File: src/rtl/reward_fetch.sv
// reward_fetch: front end of the reward-table ROM in the Q-learning datapath.
// It takes one (state, action) request at a time and builds the flat ROM address.
// It strobes the ROM and captures the registered read data one cycle later.
// It then offers the reward downstream and holds it until the consumer takes it.
// Requests whose state or action is out of range never touch the ROM. They still
// get a response with OOR_REWARD and o_oor set, on the same timing.
// Optional build macro REWARD_ACC_EN adds a saturating signed running total of
// every consumed reward (o_acc, cleared by i_acc_clr).
module reward_fetch #(
  parameter int unsigned S_WIDTH     = 4,
  parameter int unsigned A_WIDTH     = 2,
  parameter int unsigned NUM_STATES  = 16,
  parameter int unsigned NUM_ACTIONS = 4,
  parameter int unsigned ADDR_WIDTH  = 8,
  parameter int unsigned DATA_WIDTH  = 8,
  parameter logic [DATA_WIDTH-1:0] OOR_REWARD = 8'hF7
`ifdef REWARD_ACC_EN
  ,
  parameter int unsigned ACC_WIDTH   = 16
`endif
) (
  input  logic                  i_clk,
  input  logic                  i_rst,
  input  logic                  i_req_valid,
  output logic                  o_req_ready,
  input  logic [S_WIDTH-1:0]    i_state,
  input  logic [A_WIDTH-1:0]    i_action,
  output logic [ADDR_WIDTH-1:0] o_rt_addr,
  output logic                  o_rt_read,
  input  logic [DATA_WIDTH-1:0] i_rt_data,
  output logic                  o_rsp_valid,
  input  logic                  i_rsp_ready,
  output logic [DATA_WIDTH-1:0] o_reward,
  output logic                  o_oor,
  output logic                  o_busy
`ifdef REWARD_ACC_EN
  ,
  input  logic                  i_acc_clr,
  output logic signed [ACC_WIDTH-1:0] o_acc
`endif
);

  typedef enum logic [1:0] {
    ST_IDLE  = 2'd0,
    ST_ISSUE = 2'd1,
    ST_CAPT  = 2'd2,
    ST_RESP  = 2'd3
  } state_e;

  state_e                  state_r;
  logic                    oor_r;
  logic [ADDR_WIDTH-1:0]   addr_s;
  logic                    oor_s;
  logic                    accept_s;

  // Flat ROM address and range check for the request currently on the inputs
  always_comb begin
    addr_s = ADDR_WIDTH'(i_state) * ADDR_WIDTH'(NUM_ACTIONS) + ADDR_WIDTH'(i_action);
    oor_s  = (32'(i_state) >= NUM_STATES) || (32'(i_action) >= NUM_ACTIONS);
  end

  // Ready only in IDLE and never while reset is held, so requests during reset are dropped
  assign o_req_ready = (state_r == ST_IDLE) && !i_rst;
  assign o_busy      = (state_r != ST_IDLE);
  assign accept_s    = i_req_valid && o_req_ready;

  // Request sequencer: accept, strobe ROM, capture data, hold response until consumed
  always_ff @(posedge i_clk) begin
    if (i_rst) begin
      state_r     <= ST_IDLE;
      oor_r       <= 1'b0;
      o_rt_addr   <= '0;
      o_rt_read   <= 1'b0;
      o_rsp_valid <= 1'b0;
      o_reward    <= '0;
      o_oor       <= 1'b0;
    end else begin
      case (state_r)
        ST_IDLE: begin
          if (accept_s) begin
            o_rt_addr <= addr_s;
            oor_r     <= oor_s;
            // Strobe is registered here so it is high for exactly the ISSUE cycle
            o_rt_read <= !oor_s;
            state_r   <= ST_ISSUE;
          end
        end
        ST_ISSUE: begin
          o_rt_read <= 1'b0;
          state_r   <= ST_CAPT;
        end
        ST_CAPT: begin
          // ROM registered data is valid now; out-of-range requests get the fixed reward
          o_reward    <= oor_r ? OOR_REWARD : i_rt_data;
          o_oor       <= oor_r;
          o_rsp_valid <= 1'b1;
          state_r     <= ST_RESP;
        end
        ST_RESP: begin
          if (i_rsp_ready) begin
            o_rsp_valid <= 1'b0;
            state_r     <= ST_IDLE;
          end
        end
        default: begin
          o_rt_read   <= 1'b0;
          o_rsp_valid <= 1'b0;
          state_r     <= ST_IDLE;
        end
      endcase
    end
  end

`ifdef REWARD_ACC_EN
  logic                    rsp_hs_s;
  logic signed [ACC_WIDTH:0] acc_sum_s;

  // One guard bit catches signed overflow of the running total
  always_comb begin
    rsp_hs_s  = (state_r == ST_RESP) && i_rsp_ready;
    acc_sum_s = {o_acc[ACC_WIDTH-1], o_acc} + (ACC_WIDTH+1)'(signed'(o_reward));
  end

  // Saturating accumulator of consumed rewards; clear wins over a same-cycle add
  always_ff @(posedge i_clk) begin
    if (i_rst) begin
      o_acc <= '0;
    end else if (i_acc_clr) begin
      o_acc <= '0;
    end else if (rsp_hs_s) begin
      if (acc_sum_s[ACC_WIDTH] != acc_sum_s[ACC_WIDTH-1]) begin
        o_acc <= acc_sum_s[ACC_WIDTH] ? {1'b1, {(ACC_WIDTH-1){1'b0}}}
                                      : {1'b0, {(ACC_WIDTH-1){1'b1}}};
      end else begin
        o_acc <= acc_sum_s[ACC_WIDTH-1:0];
      end
    end else begin
      o_acc <= o_acc;
    end
  end
`endif

endmodule

File: config.mk
export PLATFORM = sky130hd
export DESIGN_NAME = reward_fetch
export DESIGN_NICKNAME = d
export VERILOG_FILES = /design/src/rtl/reward_fetch.sv
export SDC_FILE = /design/constraint.sdc
export NUM_CORES = 1
export LEC_CHECK = 0
export BUFFER_PORTS_ARGS = -buffer_cell sky130_fd_sc_hd__buf_2
export CORE_AREA = 2 2 53 42
export DETAILED_ROUTE_END_ITERATION = 6
export DIE_AREA = 0 0 55 44
export GPL_TIMING_DRIVEN = 0
export PLACE_DENSITY = 0.74
export SKIP_CTS_REPAIR_TIMING = 1
export SLEW_MARGIN = 20
export SYNTH_ARGS = -nofsm -noshare
export SYNTH_HDL_FRONTEND = slang
export SYNTH_SLANG_ARGS = --single-unit
File: constraint.sdc
create_clock -name i_clk -period 2.2 [get_ports i_clk]
set_clock_uncertainty 0.15 [all_clocks]
set_input_delay 0.33 -clock i_clk [delete_from_list [all_inputs] [get_ports i_clk]]
set_output_delay 0.33 -clock i_clk [all_outputs]
set_load 0.05 [all_outputs]
==> flow_metrics.env, run 1 <==
export IMPL_cts_buffers=3
export IMPL_cp_startpoint="i_rst"
export IMPL_synth_cell_types=19
export IMPL_instances_no_fill=151
export IMPL_worstReg2RegStart="state_r[0]"
export IMPL_seq_area_frac_synth_pct=45.43
export IMPL_fin_setup_tns_ns=0
export IMPL_grt_total_usage_pct=15.91
export IMPL_rows=14
export IMPL_status="completed"
export IMPL_maxSlewViolCount=0
export IMPL_hp_class="input port to register"
export IMPL_grt_setup_unrepaired="false"
export IMPL_syn_to_final_growth_pct=30.76
export IMPL_core_sq_um=1927
export IMPL_dr_pass1_iters=5
export IMPL_wl_per_cell_um=11.07
export IMPL_cp_arrival_ns=1.50
export IMPL_fmax_mhz=505.5
export IMPL_grt_pass1_wl_mm=2.649
export IMPL_diodes=0
export IMPL_clock_latency_ns=0.29
export IMPL_grt_pass1_vias=658
export IMPL_routed_via_density=4.609
export IMPL_synth_cells=87
export IMPL_finalSetupViolCount=0
export IMPL_hpwlAfterDp_mm=1.300
export IMPL_final_cell_mix="buf_2 (35), dfxtp_1 (18), nor2_1 (12)"
export IMPL_clockBufferDepth=2
export IMPL_hold_path_startpoint="i_rt_data[4]"
export IMPL_cts_tree="built"
export IMPL_synth_area_sq_um=793.3
export IMPL_vias=696
export IMPL_powerDensity_nw_per_um2=1419
export IMPL_post_place_ws_ns=0.2245
export IMPL_place_congestion=0.7294
export IMPL_fin_crit_ns=1.978
export IMPL_clock_tree_root_cell="clkbuf_4"
export IMPL_setup_slack_ns=0.2216
export IMPL_cp_start_kind="input port"
export IMPL_ir_drop_mv=0.6902
export IMPL_ios=39
export IMPL_drive_gt1_share_pct=35.43
export IMPL_die_h_um=44
export IMPL_avgSynthCellArea_sq_um=9.118
export IMPL_h_tree_depth=1
export IMPL_maxCapViolCount=0
export IMPL_criticalPathCategory="input port to output port"
export IMPL_worst_endpoint_required_ns=1.72
export IMPL_final_hold_viol_count=0
export IMPL_die_w_um=55
export IMPL_dieArea_sq_um=2420
export IMPL_drtIter0Drc=6
export IMPL_final_common_cell="buf_2"
export IMPL_p_leak_nw=0.5146
export IMPL_start_util_pct=41.17
export IMPL_drtAntennaViolNets=0
export IMPL_finalCritPeriodShare_pct=89.93
export IMPL_antenna_found_initial=0
export IMPL_synth_seq_cells=18
export IMPL_drc=0
export IMPL_grt_overflow_total=0
export IMPL_finish_net_count=151
export IMPL_cp_max_fo=10
export IMPL_end_kind="output port"
export IMPL_clock_sinks=18
export IMPL_io_buffers=34
export IMPL_yosysWarnings=0
export IMPL_grt_max_degree=11
export IMPL_wl_mm=1.671
export IMPL_dp_cells=147
export IMPL_clkTransAtPathRegs_ns=0.10
export IMPL_nFillCells=185
==> final timing paths <==
check | endpoint | cells after the start | slack, ns
setup reg to reg | state_r[0] | 6 | 0.40
hold reg to reg | o_rt_addr[3] | 2 | 0.31
hold / removal | o_reward[4] | 3 | 0.13
setup / recovery | o_req_ready | 5 | 0.22
==> through the flow <==
step | power, mW | area, sq um | util [%] | hold WS (ns)
6_report | 1.472 | 1037 | 53.83 | 0.1256
5_1_grt | 1.575 | 1037 | 53.83 | 0.1236
4_1_cts | 1.489 | 1037 | 53.83 | 0.1198
3_5_place_dp | 1.283 | 1001 | 51.95 | 0.2996
3_3_place_gp | 1.258 | 1001 | 51.95 | 0.2903
2_1_floorplan | 1.112 | 800.8 | - | 0.3272
==> power by group <==
part	total (mW)	leakage, nW	switching, mW	internal, mW
Sequential	0.452	0.147	0.0423	0.409
Clock	0.202	0.0210	0.101	0.101
Combinational	0.818	0.347	0.567	0.251
==> flip-flops by register name (all words and copies together) (netlist names) <==
name / count
state_r: 2
o_rt_addr: 6
o_rsp_valid: 1
o_reward: 8
o_rt_read: 1
==> synthesized netlist by cell type <==
library cell | number | area, sq um
o31ai_1 | 2 | 15.01
nand2_1 | 8 | 30.03
or4b_1 | 1 | 10.01
nor2b_4 | 1 | 13.76
o21ai_0 | 1 | 5.000
inv_1 | 4 | 15.01
nor2b_1 | 2 | 12.51
nand3_1 | 7 | 35.03
buf_2 | 1 | 5.000
mux2i_1 | 8 | 80.08
conb_1 | 1 | 3.750
clkbuf_1 | 2 | 7.510
buf_4 | 3 | 22.52
or4_1 | 1 | 7.510
a21oi_1 | 8 | 40.04
nor2_1 | 12 | 45.04
dfxtp_1 | 18 | 360.4
buf_6 | 2 | 22.52
ha_1 | 5 | 62.56
==> metal layers <==
layer	track usage, %	routed length (um)	up-vias
met5	0	0	-
met4	11.22	44	0
li1	-	-	358
met2	26.19	840	16
met1	18.09	718	318
met3	3.103	67	4
==> critical path, stage by stage <==
cell and delay, ns:
buf_2 0.10, clkbuf_1 0.35, clkbuf_1 0.41, nor2_1 0.08, buf_2 0.22
==> logic make-up after synthesis <==
family                     Yosys count  synth area share (%)
and+or+nand+nor                     32                 19.40
adders and majority gates            5                 7.886
muxes                                8                 10.10
other                                1                0.4727
buffers and inverters               12                 9.147
AOI/OAI and AO/OA                   11                 7.570
DFF                                 18                 45.43
==> layout make-up <==
class | count | area, sq um | area share, %
multi-input cells | 59 | 367.9 | 35.46
inverters | 4 | 15.01 | 1.448
repair buffers | 34 | 170.2 | 16.41
plain buffers | 8 | 57.56 | 5.549
clock buffers | 4 | 36.28 | 3.498
well taps | 24 | 30.03 | 2.895
flip-flops and latches | 18 | 360.3 | 34.74
Power figures use the tool's default switching activity.
==> run 2: changes to the inputs <==
MAX_ROUTING_LAYER = met4   (was unset)
==> run 2 against run 1 <==
  * Non-clock buffer count is the same
  * Via count shrank 0.57%
  * Clock power is essentially flat
  * Core utilization is the same
  * Sequential share of layout area is the same
  * Fmax grew 0.18%
  * Sequential power is essentially flat
  * Critical path depth is the same
  * Worst hold slack is essentially flat
  * Final area is the same
  * Routed wire length grew 0.42%
==> flow_metrics.env, run 2 (synthesis gave the netlist of run 1 again) <==
export IMPL_status="completed"
export IMPL_clock_latency_ns=0.29
export IMPL_h_tree_depth=1
export IMPL_finalSetupViolCount=0
export IMPL_place_congestion=0.7382
export IMPL_clockBufferDepth=2
export IMPL_wl_mm=1.678
export IMPL_routed_via_density=4.583
export IMPL_grt_overflow_total=0
export IMPL_worst_endpoint_required_ns=1.72
export IMPL_final_cell_mix="buf_2 (35), dfxtp_1 (18), nor2_1 (12)"
export IMPL_diodes=0
export IMPL_antenna_found_initial=0
export IMPL_whs_path_depth=3
export IMPL_finalCritPeriodShare_pct=89.76
export IMPL_grt_pass1_wl_mm=2.656
export IMPL_min_delay_worst_endpoint="o_rt_addr[2]"
export IMPL_final_hold_viol_count=0
export IMPL_cp_max_fo=10
export IMPL_clkTransAtPathRegs_ns=0.10
export IMPL_drive_gt1_share_pct=35.43
export IMPL_r2r_setup_slack_ns=0.40
export IMPL_drc=0
export IMPL_hp_class="input port to register"
export IMPL_die_h_um=44
export IMPL_dieArea_sq_um=2420
export IMPL_worstReg2RegStart="state_r[0]"
export IMPL_drtAntennaViolNets=0
export IMPL_grt_pass1_vias=658
export IMPL_clock_tree_root_cell="clkbuf_4"
export IMPL_cp_start_kind="input port"
export IMPL_p_leak_nw=0.5146
export IMPL_reg_top3="o_reward: 8 flops, o_rt_addr: 6 flops, state_r: 2 flops"
export IMPL_start_util_pct=41.17
export IMPL_end_kind="output port"
export IMPL_nFillCells=185
export IMPL_vias=692
export IMPL_die_w_um=55
export IMPL_ios=39
export IMPL_wl_per_cell_um=11.11
export IMPL_hold_path_startpoint="i_state[0]"
export IMPL_maxCapViolCount=0
export IMPL_r2r_end="state_r[0]"
export IMPL_dr_pass1_iters=5
export IMPL_final_common_cell="buf_2"
export IMPL_dp_cells=147
export IMPL_grt_setup_unrepaired="false"
export IMPL_syn_to_final_growth_pct=30.76
export IMPL_grt_max_degree=11
export IMPL_core_sq_um=1927
export IMPL_rows=14
export IMPL_cp_arrival_ns=1.49
export IMPL_grt_total_usage_pct=16.46
export IMPL_fmax_mhz=506.4
export IMPL_regMostFlops="o_reward"
export IMPL_io_buffers=34
export IMPL_fin_crit_ns=1.975
export IMPL_instances_no_fill=151
export IMPL_cts_buffers=3
export IMPL_hpwlAfterDp_mm=1.300
export IMPL_cts_tree="built"
export IMPL_powerDensity_nw_per_um2=1421
export IMPL_criticalPathCategory="input port to output port"
export IMPL_maxSlewViolCount=0
export IMPL_largest_reg_flops=8
export IMPL_clock_sinks=18
export IMPL_drtIter0Drc=7
export IMPL_r2r_cells=6
export IMPL_fin_setup_tns_ns=0
export IMPL_finish_net_count=151
export IMPL_ir_drop_mv=0.6900
==> run 2: cell counts in the layout (fill, tap and decap cells not counted) <==
Identical to the previous run, type by type.
==> run 2: how the worst max path moves through the flow <==
| stage | start | endpoint | depth (start not counted) |
|---|---|---|---|
| 2_1_floorplan | state_r[0] | o_req_ready | 5 |
| 3_3_place_gp | i_rst | o_req_ready | 5 |
| 3_5_place_dp | i_rst | o_req_ready | 5 |
| 4_1_cts | state_r[0] | o_req_ready | 6 |
| 5_1_grt | state_r[0] | o_req_ready | 6 |
| 6_report | i_rst | o_req_ready | 5 |
==> run 2: final cells by class <==
cell class	count	area, sq um	share of cell area, %
multi-input cells	59	367.9	35.46
clock buffers	4	36.28	3.498
well taps	24	30.03	2.895
repair buffers	34	170.2	16.41
inverters	4	15.01	1.448
flip-flops and latches	18	360.3	34.74
plain buffers	8	57.56	5.549
==> run 2: per-layer routing <==
layer | track usage [%] | share of wire, %
met5 | - | 0
met2 | 26.19 | 51
met1 | 18.30 | 43
met4 | 11.22 | 2.6
met3 | 3.103 | 3.9
==> run 2: power breakdown <==
group | total, mW | leakage [nW] | internal, mW | switching (mW)
logic | 0.819 | 0.347 | 0.251 | 0.568
clock network | 0.203 | 0.0210 | 0.101 | 0.102
registers | 0.452 | 0.147 | 0.409 | 0.0423
==> run 2: critical path, cell delays in order <==
cell and delay (ns):
buf_2 0.10, clkbuf_1 0.35, clkbuf_1 0.41, nor2_1 0.08, buf_2 0.22
==> run 2: metrics by stage <==
stage | setup WS (ns) | instance area [sq um] | total power, mW | hold slack (ns) | util [%]
final | 0.2252 | 1037 | 1.474 | 0.1253 | 53.83
after global routing | 0.1180 | 1037 | 1.577 | 0.1236 | 53.83
after CTS | 0.2207 | 1037 | 1.489 | 0.1198 | 53.83
after detailed placement | 0.2245 | 1001 | 1.283 | 0.2996 | 51.95
after global placement | 0.2839 | 1001 | 1.258 | 0.2903 | 51.95
after floorplan | 0.08731 | 800.8 | 1.112 | 0.3272 | -
